==> src/rtl/imem_loader.sv <==
// -----------------------------------------------------------------------------
// imem_loader
//
// Boot-time writer for the MIPS instruction memory. Accepts a framed byte
// stream on a valid/ready interface, assembles big-endian 32-bit words and
// writes them to consecutive instruction-memory word addresses. The core is
// held in reset until a complete frame passes its checksum.
//
// Frame: 0xA5, LEN_HI, LEN_LO (N words), 4*N data bytes (MSB first), CHK.
// CHK is the modulo-256 sum of the data bytes only.
//
// Ports:
//   CLK         single clock, rising edge
//   RST         asynchronous active-low reset
//   in_valid    byte source has a byte on in_data
//   in_data     stream byte
//   in_ready    loader can accept a byte this cycle (decodes state only)
//   imem_we     one-cycle instruction-memory write strobe (registered)
//   imem_addr   word address for the write, held between writes
//   imem_wdata  word to write, held between writes
//   cpu_rst_n   active-low core reset, released after a good frame
//   load_done   frame loaded and checksum matched (sticky until reset)
//   load_err    frame rejected (sticky until the next sync byte)
// -----------------------------------------------------------------------------
module imem_loader #(
  parameter int ADDR_W = 8
) (
  input  logic              CLK,
  input  logic              RST,
  input  logic              in_valid,
  input  logic [7:0]        in_data,
  output logic              in_ready,
  output logic              imem_we,
  output logic [ADDR_W-1:0] imem_addr,
  output logic [31:0]       imem_wdata,
  output logic              cpu_rst_n,
  output logic              load_done,
  output logic              load_err
);

  // Word counter needs one extra bit so that N = 2**ADDR_W can be counted
  // without wrapping. Length and counter comparisons are done at 17 bits,
  // which covers the 16-bit length field for any ADDR_W up to 16.
  localparam int          CNT_W     = ADDR_W + 1;
  localparam logic [7:0]  SYNC      = 8'hA5;
  localparam logic [16:0] MAX_WORDS = 17'(1) << ADDR_W;

  typedef enum logic [2:0] {
    S_IDLE,
    S_LEN_HI,
    S_LEN_LO,
    S_DATA,
    S_CHK,
    S_ERR,
    S_DONE
  } state_t;

  state_t             state_q, state_d;
  logic [15:0]        len_q, len_d;
  logic [CNT_W-1:0]   word_cnt_q, word_cnt_d;
  logic [1:0]         byte_idx_q, byte_idx_d;
  logic [23:0]        shift_q, shift_d;
  logic [7:0]         sum_q, sum_d;

  logic               we_d;
  logic [ADDR_W-1:0]  addr_d;
  logic [31:0]        wdata_d;
  logic               cpu_rst_n_d;
  logic               done_d;
  logic               err_d;

  logic               accept;
  logic [15:0]        len_full;
  logic               last_word;

  // Ready is a pure state decode so there is no combinational path from
  // in_valid back to in_ready.
  assign in_ready = (state_q != S_DONE);
  assign accept   = in_valid & in_ready;

  // Complete length as seen while the LEN_LO byte is on the bus.
  assign len_full  = {len_q[15:8], in_data};

  // True while the current word is the final one of the frame.
  assign last_word = ((17'(word_cnt_q) + 17'd1) == {1'b0, len_q});

  // ---------------------------------------------------------------------------
  // Next-state and next-output logic
  // ---------------------------------------------------------------------------
  always_comb begin
    // NOTE: every signal driven here gets a default first, so no path through
    // the case statement can leave one unassigned and infer a latch.
    state_d     = state_q;
    len_d       = len_q;
    word_cnt_d  = word_cnt_q;
    byte_idx_d  = byte_idx_q;
    shift_d     = shift_q;
    sum_d       = sum_q;
    we_d        = 1'b0;
    addr_d      = imem_addr;
    wdata_d     = imem_wdata;
    cpu_rst_n_d = cpu_rst_n;
    done_d      = load_done;
    err_d       = load_err;

    if (accept) begin
      unique case (state_q)
        S_IDLE, S_ERR: begin
          // Hunt for sync; a new frame starts from a clean sum and counter.
          if (in_data == SYNC) begin
            state_d    = S_LEN_HI;
            err_d      = 1'b0;
            sum_d      = 8'h00;
            word_cnt_d = '0;
            byte_idx_d = 2'd0;
          end
        end

        S_LEN_HI: begin
          len_d   = {in_data, 8'h00};
          state_d = S_LEN_LO;
        end

        S_LEN_LO: begin
          len_d = len_full;
          if (len_full == 16'h0000) begin
            state_d = S_CHK;
          end else if ({1'b0, len_full} > MAX_WORDS) begin
            state_d = S_ERR;
            err_d   = 1'b1;
          end else begin
            state_d = S_DATA;
          end
        end

        S_DATA: begin
          sum_d      = sum_q + in_data;
          shift_d    = {shift_q[15:0], in_data};
          byte_idx_d = byte_idx_q + 2'd1;
          if (byte_idx_q == 2'd3) begin
            we_d       = 1'b1;
            addr_d     = word_cnt_q[ADDR_W-1:0];
            wdata_d    = {shift_q, in_data};
            word_cnt_d = word_cnt_q + CNT_W'(1);
            if (last_word) begin
              state_d = S_CHK;
            end
          end
        end

        S_CHK: begin
          if (in_data == sum_q) begin
            state_d     = S_DONE;
            done_d      = 1'b1;
            cpu_rst_n_d = 1'b1;
          end else begin
            state_d = S_ERR;
            err_d   = 1'b1;
          end
        end

        S_DONE: begin
          // Terminal; in_ready is low so no byte is ever accepted here.
        end

        default: begin
          state_d = S_IDLE;
        end
      endcase
    end
  end

  // ---------------------------------------------------------------------------
  // State and output registers
  // ---------------------------------------------------------------------------
  always_ff @(posedge CLK or negedge RST) begin
    if (!RST) begin
      state_q    <= S_IDLE;
      len_q      <= 16'h0000;
      word_cnt_q <= '0;
      byte_idx_q <= 2'd0;
      shift_q    <= 24'h000000;
      sum_q      <= 8'h00;
      imem_we    <= 1'b0;
      imem_addr  <= '0;
      imem_wdata <= 32'h0000_0000;
      cpu_rst_n  <= 1'b0;
      load_done  <= 1'b0;
      load_err   <= 1'b0;
    end else begin
      // NOTE: non-blocking assignments make every register here sample the
      // pre-edge values, independent of statement order.
      state_q    <= state_d;
      len_q      <= len_d;
      word_cnt_q <= word_cnt_d;
      byte_idx_q <= byte_idx_d;
      shift_q    <= shift_d;
      sum_q      <= sum_d;
      imem_we    <= we_d;
      imem_addr  <= addr_d;
      imem_wdata <= wdata_d;
      cpu_rst_n  <= cpu_rst_n_d;
      load_done  <= done_d;
      load_err   <= err_d;
    end
  end

endmodule

==> config.mk <==
export PLATFORM = sky130hd
export DESIGN_NAME = imem_loader
export DESIGN_NICKNAME = d
export VERILOG_FILES = /design/src/rtl/imem_loader.sv
export SDC_FILE = /design/constraint.sdc
export NUM_CORES = 1
export LEC_CHECK = 0
export BUFFER_PORTS_ARGS = -buffer_cell sky130_fd_sc_hd__buf_2
export CAP_MARGIN = 20
export CORE_UTILIZATION = 32
export DETAILED_ROUTE_END_ITERATION = 6
export PLACE_DENSITY_LB_ADDON = 0.12
export SYNTH_ARGS = -nofsm -noshare
export SYNTH_HDL_FRONTEND = slang
export SYNTH_SLANG_ARGS = --single-unit
==> constraint.sdc <==
create_clock -name CLK -period 2.6 [get_ports CLK]
set_clock_uncertainty 0.1 [all_clocks]
set_input_delay 0.78 -clock CLK [delete_from_list [all_inputs] [get_ports CLK]]
set_output_delay 0.78 -clock CLK [all_outputs]
set_load 0.005 [all_outputs]
# == Yosys cells after proc, flatten, opt, wreduce, memory -nomap -nowiden ==
# Cells that the tools add are included.
# classes
n_eq_ne,17
order_cmp,1
bitwise,3
mux,23
add_sub_neg,4
reduce_logical,15
# ops
op,n
$pmux W16 S2,1
$mux W9,2
$pmux W3 S6,1
$pmux W9 S2,1
$eq A10 B16 Y1,1
$gt A16 B9 Y1 const B,1
$logic_not A16 Y1,1
$pmux W8 S2,1
$mux W3,5
$ne A2 B2 Y1 const B,6
$reduce_and A3 Y1,4
$add A9 B1 Y10 const B,1
$add A9 B1 Y9 const B,1
$eq A3 B3 Y1 const B,3
$add A8 B8 Y8,1
$eq A8 B8 Y1,1
$eq A8 B8 Y1 const B,1
$mux W8,1
$mux W1,7
$eq A3 B2 Y1 const B,2
$reduce_and A6 Y1,1
$reduce_and A5 Y1,1
$mux W2,2
$pmux W2 S2,1
13 further kinds,16
# totals
in_bits,11
word_cells,75
regBits,105

# == Logic depth before layout (Yosys ltp) ==
# depth
ltp_word,5
mapped_depth,8
mapped_depth_nobuf,8

# == Least setup slack after synthesis ==
# Ideal clock, no wire load.
# synth_timing
path_type,in2reg
start,in in_data[1]
end,reg sum_q[7]
n_path_buf,0
required_time_ps,2374
arrival_time_ps,2513
setup_ps,126
path_stages,6
slack_ps,-140
cell_sequence,or4_4 -> or4_4 -> a21oi_2 -> o21ai_2 -> and2_0 -> a311o_1
# synth_via
elab_chain_len,3
elab_cells_between_ends,5
cone_classes,add/sub (1); eq/ne (2); mux (1); reduce/logical (1)
# synth_rtl
item,line,rtl
from (decl),31,"input logic [7:0] in_data,"
branches (longest 3 deep; another with $add A8 B8 Y8),n/a,
to (signal assigned),198,sum_q <= sum_d;
to (decl),63,"logic [7:0] sum_q, sum_d;"
# Several ways; the timed one is not identified.
# A chain may end at the register's enable or synchronous reset.

# == Worst setup path in the final report ==
# Same ends and word-level chain as after synthesis.

==> flow_metrics.env <==
export IMPL_netlist_instances=555
export IMPL_drv_cap=0
export IMPL_dieHeight_um=126.6
export IMPL_path_cells="buf_2, or4_4, or4_4, a21oi_4, o21ai_4, and2_0, a311o_1"
export IMPL_timing_rr_start="len_q[14]"
export IMPL_worst_slew_margin_rel_pct=66.03
export IMPL_power_ir_vdd_worst_mv=0.3700
export IMPL_die_w_um=126.6
export IMPL_gr_usage_all_layers_pct=16.92
export IMPL_post_synth_num_cell_types=57
export IMPL_timing_setup_critical_path_class="input port to flop"
export IMPL_clk_root_buffer_cell="clkbuf_16"
export IMPL_areaGrowthSynthToFinish_pct=22.53
export IMPL_worstSetupEndpointType="flop"
export IMPL_number_of_flip_flops_and_latches_in_the_synthesized_netlist=105
export IMPL_cts_buffers=9
export IMPL_fin_hold_ws_ns=0.2727
export IMPL_start_kind="input port"
export IMPL_area_taken_by_multi_input_logic_gates_um2=2216
export IMPL_fraction_of_final_layout_cells_sized_beyond_drive_strength_1_pct=21.84
export IMPL_synth_area_leaders="dfrtp_1 53%, nand2_1 16%, o21ai_0 3.5%, xnor2_1 2.5%, ha_1 2.3%"
export IMPL_drt_pass1_iter_count=4
export IMPL_grt_pass1_wl_um=21010
export IMPL_placeableCoreArea_um2=15200
export IMPL_layout_cell_area_non_filler_um2=6091
export IMPL_grt_most_used_layer="met2"
export IMPL_initial_utilization_pct=32.70
export IMPL_dieArea_um2=16040
export IMPL_grt_antenna_before_repair=0
export IMPL_finalSetupViolCount=0
export IMPL_worstRegToRegCells=5
export IMPL_critPathMaxFanout=6
export IMPL_synth_top_cell_by_area="dfrtp_1"
export IMPL_final_nets=657
export IMPL_reg2reg_setup_slack_ns=0.11
export IMPL_routed_wire_length_per_instance_um=15.21
export IMPL_worst_endpoint_arrival_ns=2.64
export IMPL_critPathRequiredTime_ns=2.74
export IMPL_antenna_diode_count=0
export IMPL_finished_layout_cells=829
export IMPL_post_synth_top_count_cell="nand2_1"
export IMPL_gpl_wtd_cong=0.8322
export IMPL_placement_io_buffers=55
export IMPL_filler_cell_count=1564
export IMPL_grt_max_degree=36
export IMPL_design_portCount=56
export IMPL_critical_path_slowest_cell="or4_4"
export IMPL_worst_margin_pin_slew_ns=0.5056
export IMPL_timing_critical_path_mode_cell="or4_4"
export IMPL_cts_sinks=105
export IMPL_power_leakage_nw=3.107
export IMPL_grt_met2_usage_pct=26.39
export IMPL_period_minus_slack_ns=2.505
export IMPL_status="finished, final reports clean"
export IMPL_utilization_pct=40.07
export IMPL_drc_errors=0
export IMPL_num_rows=45
export IMPL_use_met1_pct=23.08
export IMPL_clkTransAtPathRegs_ns=0.07
export IMPL_ratio_of_total_power_to_cell_area_nw_per_um2=1010
export IMPL_worst_r2r_endpoint="state_q[0]"
export IMPL_area_sequential_um2=2628
export IMPL_report_power_total_mw=6.151
export IMPL_postCtsHoldBufs=0
export IMPL_cts_tree="yes"
export IMPL_asyncSetResetFlopFracSynth_pct=100.0
export IMPL_number_of_enable_type_register_cells_in_the_synthesized_netlist=0
export IMPL_detailedPlace_worstSlack_ns=-0.3749
export IMPL_dpl_cell_count=811
export IMPL_synth_cell_area_um2=4971
export IMPL_maxSlewViolCount=0
export IMPL_fmaxAchievable_ghz=0.3991
export IMPL_min_path_type="input port to async pin"
export IMPL_dominantRegCellSynth="dfrtp_1"
export IMPL_worst_path_dominant_cell_family="simple AND/OR/NAND/NOR gates"
export IMPL_netlist_top_cells_count="209 x nand2_1, 105 x dfrtp_1, 35 x o21ai_0"
export IMPL_synth_net_count=576
export IMPL_ctsHtreeMaxLevel=3
export IMPL_post_route_period_util_pct=96.36
export IMPL_cts_max_path_buffers=2
export IMPL_grt_met3_usage_pct=3.712
export IMPL_drt_initial_drc_count=207
export IMPL_number_of_global_route_vias_before_repair=4042
export IMPL_vias_per_cell=4.934
export IMPL_route_vias_total=4090
export IMPL_syn_avg_cell_area_um2=8.957
export IMPL_synth_warnings=0
export IMPL_final_ant_viol_nets=0
export IMPL_synth_seq_area_share_pct=52.86
export IMPL_rsz0062_at_grt="no"
export IMPL_yosysTopAreaCellShare_pct=52.86
export IMPL_worst_path_largest_cell_delay_ns=0.57
export IMPL_setup_tns_final_ns=0
export IMPL_detailedPlacementHpwl_um=8880
export IMPL_timing_critical_path_buf_inv=1
export IMPL_final_hold_violation_count=0
export IMPL_globalRoute_totalOverflow=0
export IMPL_final_critical_path_setup_slack_ns=0.09459
export IMPL_detail_route_wirelength_um=12610
export IMPL_worstSkewPairLatency_ns=0.36
export IMPL_placed_cell_area_um2=5729
==> routing by layer <==
metal	routed length (um)	vias up	part of all wire [%]
met5	0	-	0
met1	6174	1986	49
li1	-	2008	-
met4	246	0	2.0
met2	5792	77	46
met3	393	19	3.1
==> cells by family (layout without fill, tap and decap cells) <==
logic type | Yosys count | in the layout | share of synthesized area [%]
AO/OA/AOI/OAI | 81 | 81 | 10.90
buffers and inverters | 43 | 129 | 3.398
XOR/XNOR | 20 | 20 | 3.524
multiplexers | 7 | 7 | 1.586
flip-flops | 105 | 105 | 52.86
AND/OR/NAND/NOR | 289 | 289 | 25.07
adder cells (fa/ha/maj) | 10 | 10 | 2.668
==> layout by cell type (no fill, tap or decap), types with 5 or more instances in the layout <==
cell / count
buf_2: 54
xnor2_1: 14
nand4_1: 5
inv_1: 12
nor3b_1: 5
dfrtp_1: 105
a21oi_1: 7
mux2_2: 7
buf_4: 44
xor2_1: 6
clkbuf_16: 9
nand3_1: 15
nor2_1: 18
o21ai_0: 35
ha_1: 9
nand2_1: 208
nor3_1: 7
==> power breakdown <==
| part | total [mW] | internal [mW] | switching (mW) |
|---|---|---|---|
| Combinational | 2.05 | 0.996 | 1.05 |
| Sequential | 2.65 | 2.21 | 0.437 |
| Clock | 1.46 | 0.835 | 0.624 |
| Total | 6.15 | 4.04 | 2.11 |
==> area by class of cell <==
class	count	area share (%)
clock buffers	12	4.376
flip-flops and latches	105	43.14
repair buffers	100	10.52
clock inverters	4	0.9244
multi-input cells	407	36.38
inverters	13	0.8012
well taps	188	3.862
==> worst max-delay path by stage <==
| stage | from | endpoint | slack, ns | cells past startpoint |
|---|---|---|---|---|
| detailed placement | in_data[1] | word_cnt_q[4] | -0.37 | 7 |
| CTS | in_data[1] | word_cnt_q[2] | 0.005 | 7 |
| global placement | in_data[1] | word_cnt_q[6] | -0.38 | 7 |
| global route | in_data[1] | state_q[1] | 0.01 | 7 |
| floorplan | in_data[1] | sum_q[7] | -0.12 | 6 |
| finish | in_data[1] | sum_q[7] | 0.09 | 7 |
==> flip-flops by register name, indices dropped and copies added, names as in the netlist <==
name and count:
byte_idx_q 2, imem_addr 8, imem_wdata 32, imem_we 1
len_q 16, load_done 1, load_err 1, shift_q 24
state_q 3, sum_q 8, word_cnt_q 9
==> repair_timing <==
item	4_1_cts	5_1_grt
gates resized for setup	0	5
pin swaps	1	1
endpoints found under the setup margin	1	10
setup buffers	0	2
(Power assumes the default switching activity.)
